==> config.mk <==
export PLATFORM = sky130hd
export DESIGN_NAME = uart_tx
export DESIGN_NICKNAME = d
export VERILOG_FILES = /design/src/rtl/uart_tx.sv
export SDC_FILE = /design/constraint.sdc
export NUM_CORES = 1
export LEC_CHECK = 0
export ABC_AREA = 0
export CORE_MARGIN = 2
export CORE_UTILIZATION = 54
export CTS_CLUSTER_DIAMETER = 50
export DETAILED_ROUTE_END_ITERATION = 7
export PLACE_DENSITY = 0.78
export SLEW_MARGIN = 25
export SYNTH_ARGS = -nofsm -noshare
export SYNTH_HDL_FRONTEND = slang
export SYNTH_SLANG_ARGS = --single-unit
==> constraint.sdc <==
create_clock -name CLK -period 2.8 [get_ports CLK]
set_clock_uncertainty 0.15 [all_clocks]
set_input_delay 0.56 -clock CLK [delete_from_list [all_inputs] [get_ports CLK]]
set_output_delay 0.56 -clock CLK [all_outputs]
set_load 0.01 [all_outputs]
==> src/rtl/uart_tx.sv <==
// UART transmitter: start bit, 8 data bits LSB first, optional parity, one stop bit.
// Latency: TX_OUT drops and Busy rises on the edge after Data_Valid is seen in IDLE.
// Backpressure: Busy=1 for the whole frame; Data_Valid is ignored (not queued) while busy.
module uart_tx (
    input  logic       CLK,
    input  logic       RST,
    input  logic [7:0] P_DATA,
    input  logic       Data_Valid,
    input  logic       PAR_EN,
    input  logic       PAR_TYP,
    input  logic [5:0] Prescale,
    output logic       TX_OUT,
    output logic       Busy
);

    typedef enum logic [2:0] {
        IDLE   = 3'd0,
        START  = 3'd1,
        DATA   = 3'd2,
        PARITY = 3'd3,
        STOP   = 3'd4
    } state_t;

    state_t     state_q, state_d;
    logic [5:0] cnt_q, cnt_d;       // cycle position inside the current bit period
    logic [2:0] bit_q, bit_d;       // data bit index
    logic [7:0] data_q, data_d;
    logic       par_en_q, par_en_d;
    logic       par_q, par_d;       // parity bit, computed once at accept time
    logic [5:0] pre_q, pre_d;
    logic       tx_q, tx_d;
    logic       busy_q, busy_d;

    logic [5:0] term_cnt;
    logic       bit_end;
    logic [2:0] bit_nxt;

    // 6-bit wrap makes Prescale=0 terminate at 63, i.e. a 64-cycle bit
    assign term_cnt = pre_q - 6'd1;
    assign bit_end  = (cnt_q == term_cnt);
    assign bit_nxt  = bit_q + 3'd1;

    // Next-state and next-output logic; outputs are computed one cycle early so they can be registered
    always_comb begin
        state_d  = state_q;
        cnt_d    = cnt_q;
        bit_d    = bit_q;
        data_d   = data_q;
        par_en_d = par_en_q;
        par_d    = par_q;
        pre_d    = pre_q;
        tx_d     = tx_q;
        busy_d   = busy_q;

        if (state_q != IDLE) begin
            cnt_d = bit_end ? 6'd0 : cnt_q + 6'd1;
        end

        case (state_q)
            IDLE: begin
                tx_d   = 1'b1;
                busy_d = 1'b0;
                if (Data_Valid) begin
                    data_d   = P_DATA;
                    par_en_d = PAR_EN;
                    par_d    = (^P_DATA) ^ PAR_TYP;
                    pre_d    = Prescale;
                    cnt_d    = 6'd0;
                    bit_d    = 3'd0;
                    state_d  = START;
                    tx_d     = 1'b0;
                    busy_d   = 1'b1;
                end
            end
            START: begin
                if (bit_end) begin
                    state_d = DATA;
                    bit_d   = 3'd0;
                    tx_d    = data_q[0];
                end
            end
            DATA: begin
                if (bit_end) begin
                    if (bit_q == 3'd7) begin
                        if (par_en_q) begin
                            state_d = PARITY;
                            tx_d    = par_q;
                        end else begin
                            state_d = STOP;
                            tx_d    = 1'b1;
                        end
                    end else begin
                        bit_d = bit_nxt;
                        tx_d  = data_q[bit_nxt];
                    end
                end
            end
            PARITY: begin
                if (bit_end) begin
                    state_d = STOP;
                    tx_d    = 1'b1;
                end
            end
            STOP: begin
                if (bit_end) begin
                    state_d = IDLE;
                    tx_d    = 1'b1;
                    busy_d  = 1'b0;
                end
            end
            default: begin
                state_d = IDLE;
                tx_d    = 1'b1;
                busy_d  = 1'b0;
            end
        endcase
    end

    // State and output registers; reset aborts any frame in progress without a stop bit
    always_ff @(posedge CLK) begin
        if (RST) begin
            state_q  <= IDLE;
            cnt_q    <= 6'd0;
            bit_q    <= 3'd0;
            data_q   <= 8'd0;
            par_en_q <= 1'b0;
            par_q    <= 1'b0;
            pre_q    <= 6'd0;
            tx_q     <= 1'b1;
            busy_q   <= 1'b0;
        end else begin
            state_q  <= state_d;
            cnt_q    <= cnt_d;
            bit_q    <= bit_d;
            data_q   <= data_d;
            par_en_q <= par_en_d;
            par_q    <= par_d;
            pre_q    <= pre_d;
            tx_q     <= tx_d;
            busy_q   <= busy_d;
        end
    end

    assign TX_OUT = tx_q;
    assign Busy   = busy_q;

endmodule

==> run summary, run 1 <==
Core Region -> 0.002781 mm2
Total GRT Usage -> 22.82%
Synth area leaders -> dfxtp_1 (38%), nand2_1 (8.7%), a21oi_1 (6.9%)
Maximum vdd drop -> 0.0004050 V
CTS clk-pin slew, worst paths -> 0.09 ns
Post-synth ARST share -> 0%
Row count -> 19
Hpwl dp -> 2529 um
CTS Hold Bufs -> 0
Reg2Reg Setup Slack -> 0.22 ns
Critical path arrival -> 2.71 ns
Synth top cells by count -> nand2_1 (37), dfxtp_1 (30), a21oi_1 (22)
Fillers -> 256
Slew Limit Fails -> 0
Crit Path Class -> reg2reg
Fraction of the cycle the final worst path needs -> 92.25%
Routed wire per std cell -> 13.69 um
First drt pass iteration count -> 4
DRT iter0 DRCs -> 59
Maximum clock insertion buffer count -> 2
Critical Path RT -> 2.93 ns
Top-area cell type share of the netlist area -> 37.68%
Slowest cell delay on critical path -> 0.54 ns
Number of I/O pins -> 21
Die area -> 0.003402 mm2
Final wirelength -> 3355 um
Setup Fix Bufs, Post-CTS -> 0
Seq/Total Area, Yosys -> 37.68%
Top_reg_cell synth -> dfxtp_1
DR vias -> 1392
Layout area overhead -> 17.11%
HP Start -> par_q
DRT antenna net count -> 0
Clock Latency Late Sink -> 0.34 ns
CP cell instances -> inv_1 -> ha_1 -> o21ba_1 -> a221oi_2 -> a41oi_1 -> or2_1 -> or4b_1 -> a21oi_1
Crit path to -> state_q[2]
Root Buffer -> clkbuf_4
Number of global-route vias before repair -> 1376
Distinct cells, synth -> 39
Final instance area -> 0.001867 mm2
GPL Wtd Cong -> 0.8004
Pre-CTS setup slack -> 0.2035 ns
Nets -> 236
Number of synthesized flops with an enable pin -> 0
Fin cells -> 245
Final Hold Fails -> 0
Worst-path fanout max -> 13
Post-CTS Resized -> 0
First-pass GRT wire length -> 5878 um
Synthesized area -> 0.001594 mm2
Syn. warnings -> 0
Sum Neg Setup Slack -> 0 ns
Initial core utilization -> 57.31%
GRT overflow -> 0
Vias per cell -> 5.682
Post-synth top area cell -> dfxtp_1
Slew HR -> 63.62%
Ant diodes -> 0
Die Wd -> 58.33 um
R2r worst-path depth -> 8
Avg Synthesized Cell Area -> 8.217 um2
Max Clk Rate -> 387.1 MHz
Worst setup path start -> pre_q[0]
CTS Buf Count -> 5
CTS tree -> done
Final setup fails -> 0
Cell Area, Placed -> 0.001807 mm2
Syn nets -> 217
H-tree depth -> 2
Share of layout cells above drive strength 1 -> 6.542%
Largest net degree at the start of global routing -> 18
Post-route DRC -> 0
Overall Power -> 890.7 uW
Outcome -> completed
Port buffer count -> 20
R2r startpoint -> pre_q[0]
Total clock sinks -> 30
Worst slew pin tran -> 0.5443 ns
Worst setup SP type -> flop
CP endpoint kind -> flop
Pwr/cell area -> 477.1 mW/mm2
Critical-path top delay cell -> or4b_1
Reg-to-reg endpoint -> state_q[2]
Initial antenna violation count -> 0
Post-synthesis register bit count -> 30
Slack of the critical path -> 0.2170 ns
Leak -> 0.6949 nW
Unrepaired setup endpoints after global routing -> no
DP Cell Count -> 237
Hold slack final -> 0.3124 ns
Number of max-cap violations -> 0
Final core occ -> 67.12%
Die height -> 58.33 um
Fin crit period -> 2.583 ns
Worst Hold Class -> reg2reg
Gate Count Post-Synth -> 194
Most common cell in the netlist -> nand2_1
==> logic make-up after synthesis <==
kind of cell / synth area share (%)
AOI/OAI and AO/OA: 16.72
xor gates and xnor gates: 9.340
adders and majority gates: 3.140
buffers and inverters: 4.003
DFF: 37.68
muxes: 4.788
and+or+nand+nor: 24.33
==> sequential cells by signal, indices dropped and copies added, names as in the netlist <==
name and flops:
pre_q 6, bit_q 3, state_q 3, cnt_q 6
Busy 1, par_en_q 1, par_q 1, data_q 8
TX_OUT 1
==> per-layer routing <==
metal  part of all wire, %  up-vias  GRT usage (%)
li1                      -      709              -
met1                    45      642          27.03
met2                    48       34          37.40
met3                   5.9        7          7.033
met4                   1.6        0          11.30
met5                     0        -              0
==> worst max-delay path: cells and delay by family (launching register included) <==
family | cells | cell delay (ns)
compound gates | 4 | 0.69
buf+inv | 1 | 0.07
fa+ha+maj | 1 | 0.25
flops | 1 | 0.41
simple gates | 2 | 0.96
==> power by group <==
group	switching [mW]	internal [mW]	total (mW)
clock network	0.151	0.121	0.272
logic	0.0732	0.0819	0.155
registers	0.0171	0.446	0.463
total	0.241	0.650	0.891
==> final cells by class <==
class	count	area, um2	share of cell area, %
clock buffers	7	55.05	2.949
inverters	4	15.01	0.8043
well taps	31	38.79	2.078
multi-input cells	149	929.6	49.80
repair buffers	23	222.7	11.93
clock inverters	1	5.005	0.2681
flip-flops and latches	30	600.6	32.17
==> placed cells by master, fill, tap and decap left out, types with 4 or more instances in the layout <==
master / instances
dfxtp_1: 30
nor3_1: 6
clkbuf_4: 5
xnor2_1: 11
ha_1: 4
nor2_1: 12
nor3b_1: 4
o21ai_0: 4
xor2_1: 6
nand2b_1: 5
inv_1: 4
nand2_1: 37
clkdlybuf4s50_1: 20
a21oi_1: 22
==> worst min-delay path by stage <==
stage                 to  cells after the start
6_report           par_q                      2
5_1_grt        data_q[2]                      2
3_3_place_gp       par_q                      2
2_1_floorplan      par_q                      2
4_1_cts        data_q[1]                      2
3_5_place_dp   data_q[4]                      2
(Power assumes the default switching activity.)
==> run 2, diff against run 1 <==
Settings changed: CORE_UTILIZATION 54 to 49, PLACE_DENSITY 0.78 to 0.75.
Clock period 2.8 ns to 2.26 ns, I/O delays scaled along.
==> run 2 against run 1 <==
Compared with the run above:
- design area is 6.2% higher
- non-clock buffer count is 6 higher
- fmax up 15%
- combinational power grew 37%
- critical endpoint is now bit_q[0]
==> run summary, run 2 (synthesis gave the netlist of run 1 again) <==
Outcome -> completed
CTS Hold Bufs -> 0
Crit Path Class -> reg2reg
Final setup fails -> 0
Worst hold path depth -> 2
R2r startpoint -> pre_q[0]
Final wirelength -> 3585 um
Maximum vdd drop -> 0.0004682 V
Slew Limit Fails -> 0
FF+latch area -> 604.3 um2
Leak -> 0.7384 nW
First drt pass iteration count -> 4
CP cell instances -> inv_2 -> ha_4 -> o21ba_4 -> a221oi_2 -> a41oi_2 -> o41ai_1 -> o31ai_1 -> mux2_2
Initial core utilization -> 51.79%
CP bufs+invs -> 1
Die height -> 61.04 um
Worst setup SP type -> flop
HP Start -> par_q
DP Cell Count -> 256
Critical path arrival -> 2.32 ns
GRT overflow -> 0
Hpwl dp -> 2699 um
CTS tree -> done
Number of global-route vias before repair -> 1373
Post-route DRC -> 0
Worst slew pin tran -> 0.5720 ns
Met3 usage -> 6.092%
Die area -> 0.003725 mm2
Slack of the critical path -> 0.01779 ns
Worst Hold End -> par_q
Fillers -> 281
Nets -> 242
Multi-input logic area -> 960.9 um2
Pwr/cell area -> 594.5 mW/mm2
First-pass GRT wire length -> 5989 um
Total GRT Usage -> 21.84%
Reg2Reg Setup Slack -> 0.02 ns
CP endpoint kind -> flop
Fraction of the cycle the final worst path needs -> 99.21%
CP top delay family -> compound AO/OA/AOI/OAI gates
Critical-path top delay cell -> o41ai_1
Final Hold Fails -> 0
Max reg flops -> 8
M1 GR Usage -> 27.14%
Layout area overhead -> 24.33%
Clock Latency Late Sink -> 0.33 ns
GRT met2 Usage -> 37.08%
Initial antenna violation count -> 0
Slowest cell delay on critical path -> 0.39 ns
Number of I/O pins -> 21
R2r worst-path depth -> 8
Slew HR -> 61.77%
Number of max-cap violations -> 0
CTS Buf Count -> 5
Total clock sinks -> 30
Leading registers by flop count -> data_q x8, cnt_q x6, pre_q x6
Most frequent cells in the layout -> nand2_1 (37), dfxtp_1 (27), a21oi_1 (22), clkdlybuf4s50_1 (20), nor2_1 (12)
Die Wd -> 61.04 um
Ant diodes -> 0
Worst-path fanout max -> 4
Pre-CTS setup slack -> -0.07552 ns
Reg-to-reg endpoint -> bit_q[0]
Commonest non-fill, non-tap cell in the layout -> nand2_1
Core Region -> 0.003078 mm2
Overall Power -> 1.178 mW
DRT antenna net count -> 0
Fin cells -> 264
Fin crit period -> 2.242 ns
Port buffer count -> 20
Worst Hold Class -> reg2reg
DRT iter0 DRCs -> 57
Routed wire per std cell -> 13.58 um
Root Buffer -> clkbuf_4
Critical Path RT -> 2.34 ns
Most flop-heavy register -> data_q
Largest net degree at the start of global routing -> 18
Vias per cell -> 5.515
Maximum clock insertion buffer count -> 2
Row count -> 20
Share of layout cells above drive strength 1 -> 13.64%
GPL Wtd Cong -> 0.8277
CTS clk-pin slew, worst paths -> 0.09 ns
H-tree depth -> 2
Max Clk Rate -> 446.0 MHz
Layer with the highest usage -> met2
DR vias -> 1456
run 2: changes by cell type in the layout (fill, tap and decap cells not counted), sizes merged:
cell	previous run	this run
buf	3	9
clkbuf	7	8
clkinv	1	0
run 2: cell type report:
type	instances	share of cell area [%]
Multi-Input combinational cell	149	48.48
Sequential cell	30	30.49
Timing Repair Buffer	29	13.51
Clock buffer	8	3.977
Tap cell	44	2.778
Inverter	4	0.7576
run 2: report_power, final:
group	switching, mW	internal, mW
Combinational	0.101	0.112
Clock	0.181	0.212
Sequential	0.0194	0.553
Total	0.301	0.877
run 2: worst register-to-register path, delay by kind of cell (launching register included):
kind                     cells  cell delay [ns]
flip-flops                   1             0.35
multiplexers                 1             0.29
adder cells (fa/ha/maj)      1             0.17
AO/OA/AOI/OAI                5             1.13
buffers and inverters        1             0.04
run 2: metrics by stage:
stage,hold slack (ns),utilization (%),instance area [um2],TNS [ns]
after global routing,0.3357,64.39,1982,-0.1254
after floorplan,0.2787,-,1595,0
after CTS,0.3107,63.78,1963,0
final,0.3077,64.39,1982,0
after global placement,0.2870,60.73,1869,0
after detailed placement,0.2980,60.73,1869,-0.1979
run 2: repair_timing:
action / 4_1_cts / 5_1_grt
setup endpoints to repair: 4 / 6
endpoints found under the hold margin: 0 / 0
setup buffers: 0 / 0
resized for setup: 3 / 6
pin swaps: 2 / 5
run 2: worst max-delay path by stage:
stage | startpoint | end | slack (ns) | depth (start not counted)
6_report | pre_q[0] | bit_q[0] | 0.02 | 8
5_1_grt | pre_q[0] | state_q[2] | -0.06 | 7
4_1_cts | pre_q[0] | state_q[2] | 0.008 | 8
3_5_place_dp | pre_q[0] | bit_q[0] | -0.08 | 9
3_3_place_gp | pre_q[0] | state_q[2] | 0.04 | 8
2_1_floorplan | pre_q[0] | state_q[2] | 0.03 | 8
run 2: per-layer routing:
| layer | part of all wire (%) | wire length [um] |
|---|---|---|
| met1 | 43 | 1556 |
| met2 | 48 | 1727 |
| met3 | 6.8 | 242 |
| met4 | 1.6 | 59 |
| met5 | 0 | 0 |
==> run 3, diff against run 2 <==
Settings changed: CORE_ASPECT_RATIO set to 1.75.
==> run 3 against run 2 <==
Compared with the run above:
- sequential power is essentially flat
- utilization decreased by 0.51 points
- fmax up 1.4%
- combinational power rose by 3%
- global-route usage is 0.55 points higher
- clock power increased by 6.1%
- design area up 1.3%
- largest power group unchanged
- worst hold slack got worse by 0.0030 ns
- sequential share of layout area decreased by 0.44 points
- critical path depth stayed put
- die area increased by 0.48%
==> run summary, run 3 (synthesis gave the netlist of run 1 again) <==
Slew Limit Fails -> 0
Fraction of the cycle the final worst path needs -> 97.88%
CTS Hold Bufs -> 0
GRT overflow -> 0
Pre-CTS setup slack -> -0.05443 ns
Final instance area -> 0.002007 mm2
Hold slack final -> 0.3047 ns
Critical path arrival -> 2.23 ns
Pwr/cell area -> 603.1 mW/mm2
Final wirelength -> 3699 um
Core Region -> 0.003142 mm2
Leak -> 0.7461 nW
Ant diodes -> 0
Routed wire per std cell -> 14.12 um
Overall Power -> 1.210 mW
Number of global-route vias before repair -> 1405
Max reg flops -> 8
Crit Path Class -> reg2reg
Hpwl dp -> 2751 um
Total GRT Usage -> 22.39%
First-pass GRT wire length -> 6030 um
Number of max-cap violations -> 0
DRT iter0 DRCs -> 32
Port buffer count -> 20
Root Buffer -> clkbuf_8
H-tree depth -> 2
Total clock sinks -> 30
CP endpoint kind -> flop
FF+latch area -> 603.1 um2
Slew HR -> 63.37%
Cell Area, Placed -> 0.001868 mm2
Clock Latency Late Sink -> 0.28 ns
Share of layout cells above drive strength 1 -> 13.70%
Multi-input logic area -> 977.2 um2
Most flop-heavy register -> data_q
Fin cells -> 262
GPL Wtd Cong -> 0.8725
Commonest non-fill, non-tap cell in the layout -> nand2_1
DRT antenna net count -> 0
Most frequent cells in the layout -> nand2_1 (37), dfxtp_1 (28), a21oi_1 (21), clkdlybuf4s50_1 (20), nor2_1 (12)
Layout area overhead -> 25.90%
Initial core utilization -> 50.74%
Worst slew pin tran -> 0.5481 ns
CTS tree -> done
Die height -> 79.45 um
Die Wd -> 47.12 um
First drt pass iteration count -> 4
Final Hold Fails -> 0
Post-route DRC -> 0
CTS clk-pin slew, worst paths -> 0.06 ns
Leading registers by flop count -> data_q x8, cnt_q x6, pre_q x6
Fin crit period -> 2.212 ns
Vias per cell -> 5.408
DR vias -> 1417
Maximum vdd drop -> 0.0003943 V
Worst setup SP type -> flop
Row count -> 27
Die area -> 0.003743 mm2
Slack of the critical path -> 0.04785 ns
Initial antenna violation count -> 0
DP Cell Count -> 255
Largest net degree at the start of global routing -> 20
Unrepaired setup endpoints after global routing -> no
Critical Path RT -> 2.27 ns
CTS Buf Count -> 5
Maximum clock insertion buffer count -> 2
Number of I/O pins -> 21
Worst Hold Class -> reg2reg
Final setup fails -> 0
Max Clk Rate -> 452.1 MHz
Nets -> 243
Worst-path fanout max -> 4
Outcome -> completed
Fillers -> 285
==> run 3: path summary, 6_finish.rpt <==
check | from | endpoint | slack [ns] | cells after the start
max | pre_q[0] | bit_q[0] | 0.05 | 8
min | data_q[2] | data_q[2] | 0.30 | 2
max reg2reg | pre_q[0] | bit_q[0] | 0.05 | 8
min reg2reg | data_q[2] | data_q[2] | 0.30 | 2
==> run 3: metrics by stage <==
step / utilization (%) / setup TNS, ns
2_1_floorplan: - / 0
3_3_place_gp: 59.46 / 0
3_5_place_dp: 59.46 / -0.1311
4_1_cts: 62.80 / 0
5_1_grt: 63.88 / 0
6_report: 63.88 / 0
==> run 3: report_power, final <==
group	switching [mW]	internal, mW
Clock	0.183	0.234
Sequential	0.0200	0.554
Combinational	0.104	0.115
Total	0.307	0.903
==> run 3: cell type report <==
type,count,area share [%]
Multi-Input combinational cell,149,48.69
Sequential cell,30,30.05
Inverter,4,0.7481
Tap cell,43,2.681
Timing Repair Buffer,30,13.72
Clock buffer,6,4.115
==> run 3: worst max-delay path, cell delays in order (launching register included) <==
cell,delay (ns)
dfxtp_2,0.32
inv_1,0.06
ha_4,0.17
o21ba_4,0.19
a221oi_2,0.27
a41oi_2,0.08
o41ai_2,0.39
o31ai_1,0.16
mux2_2,0.29
==> run 3: repair_timing <==
action                     in CTS  in global routing
setup endpoints to repair       4                  5
pin swaps                       2                  5
gates resized for setup         4                  6
buffers inserted                0                  1
==> run 3: per-layer routing <==
| metal | vias up | track usage, % | part of all wire [%] |
|---|---|---|---|
| met5 | - | 0 | 0 |
| met4 | 0 | 10.83 | 2.3 |
| met3 | 8 | 4.299 | 2.8 |
| met2 | 28 | 40.00 | 57 |
| met1 | 663 | 23.14 | 38 |
| li1 | 718 | - | - |
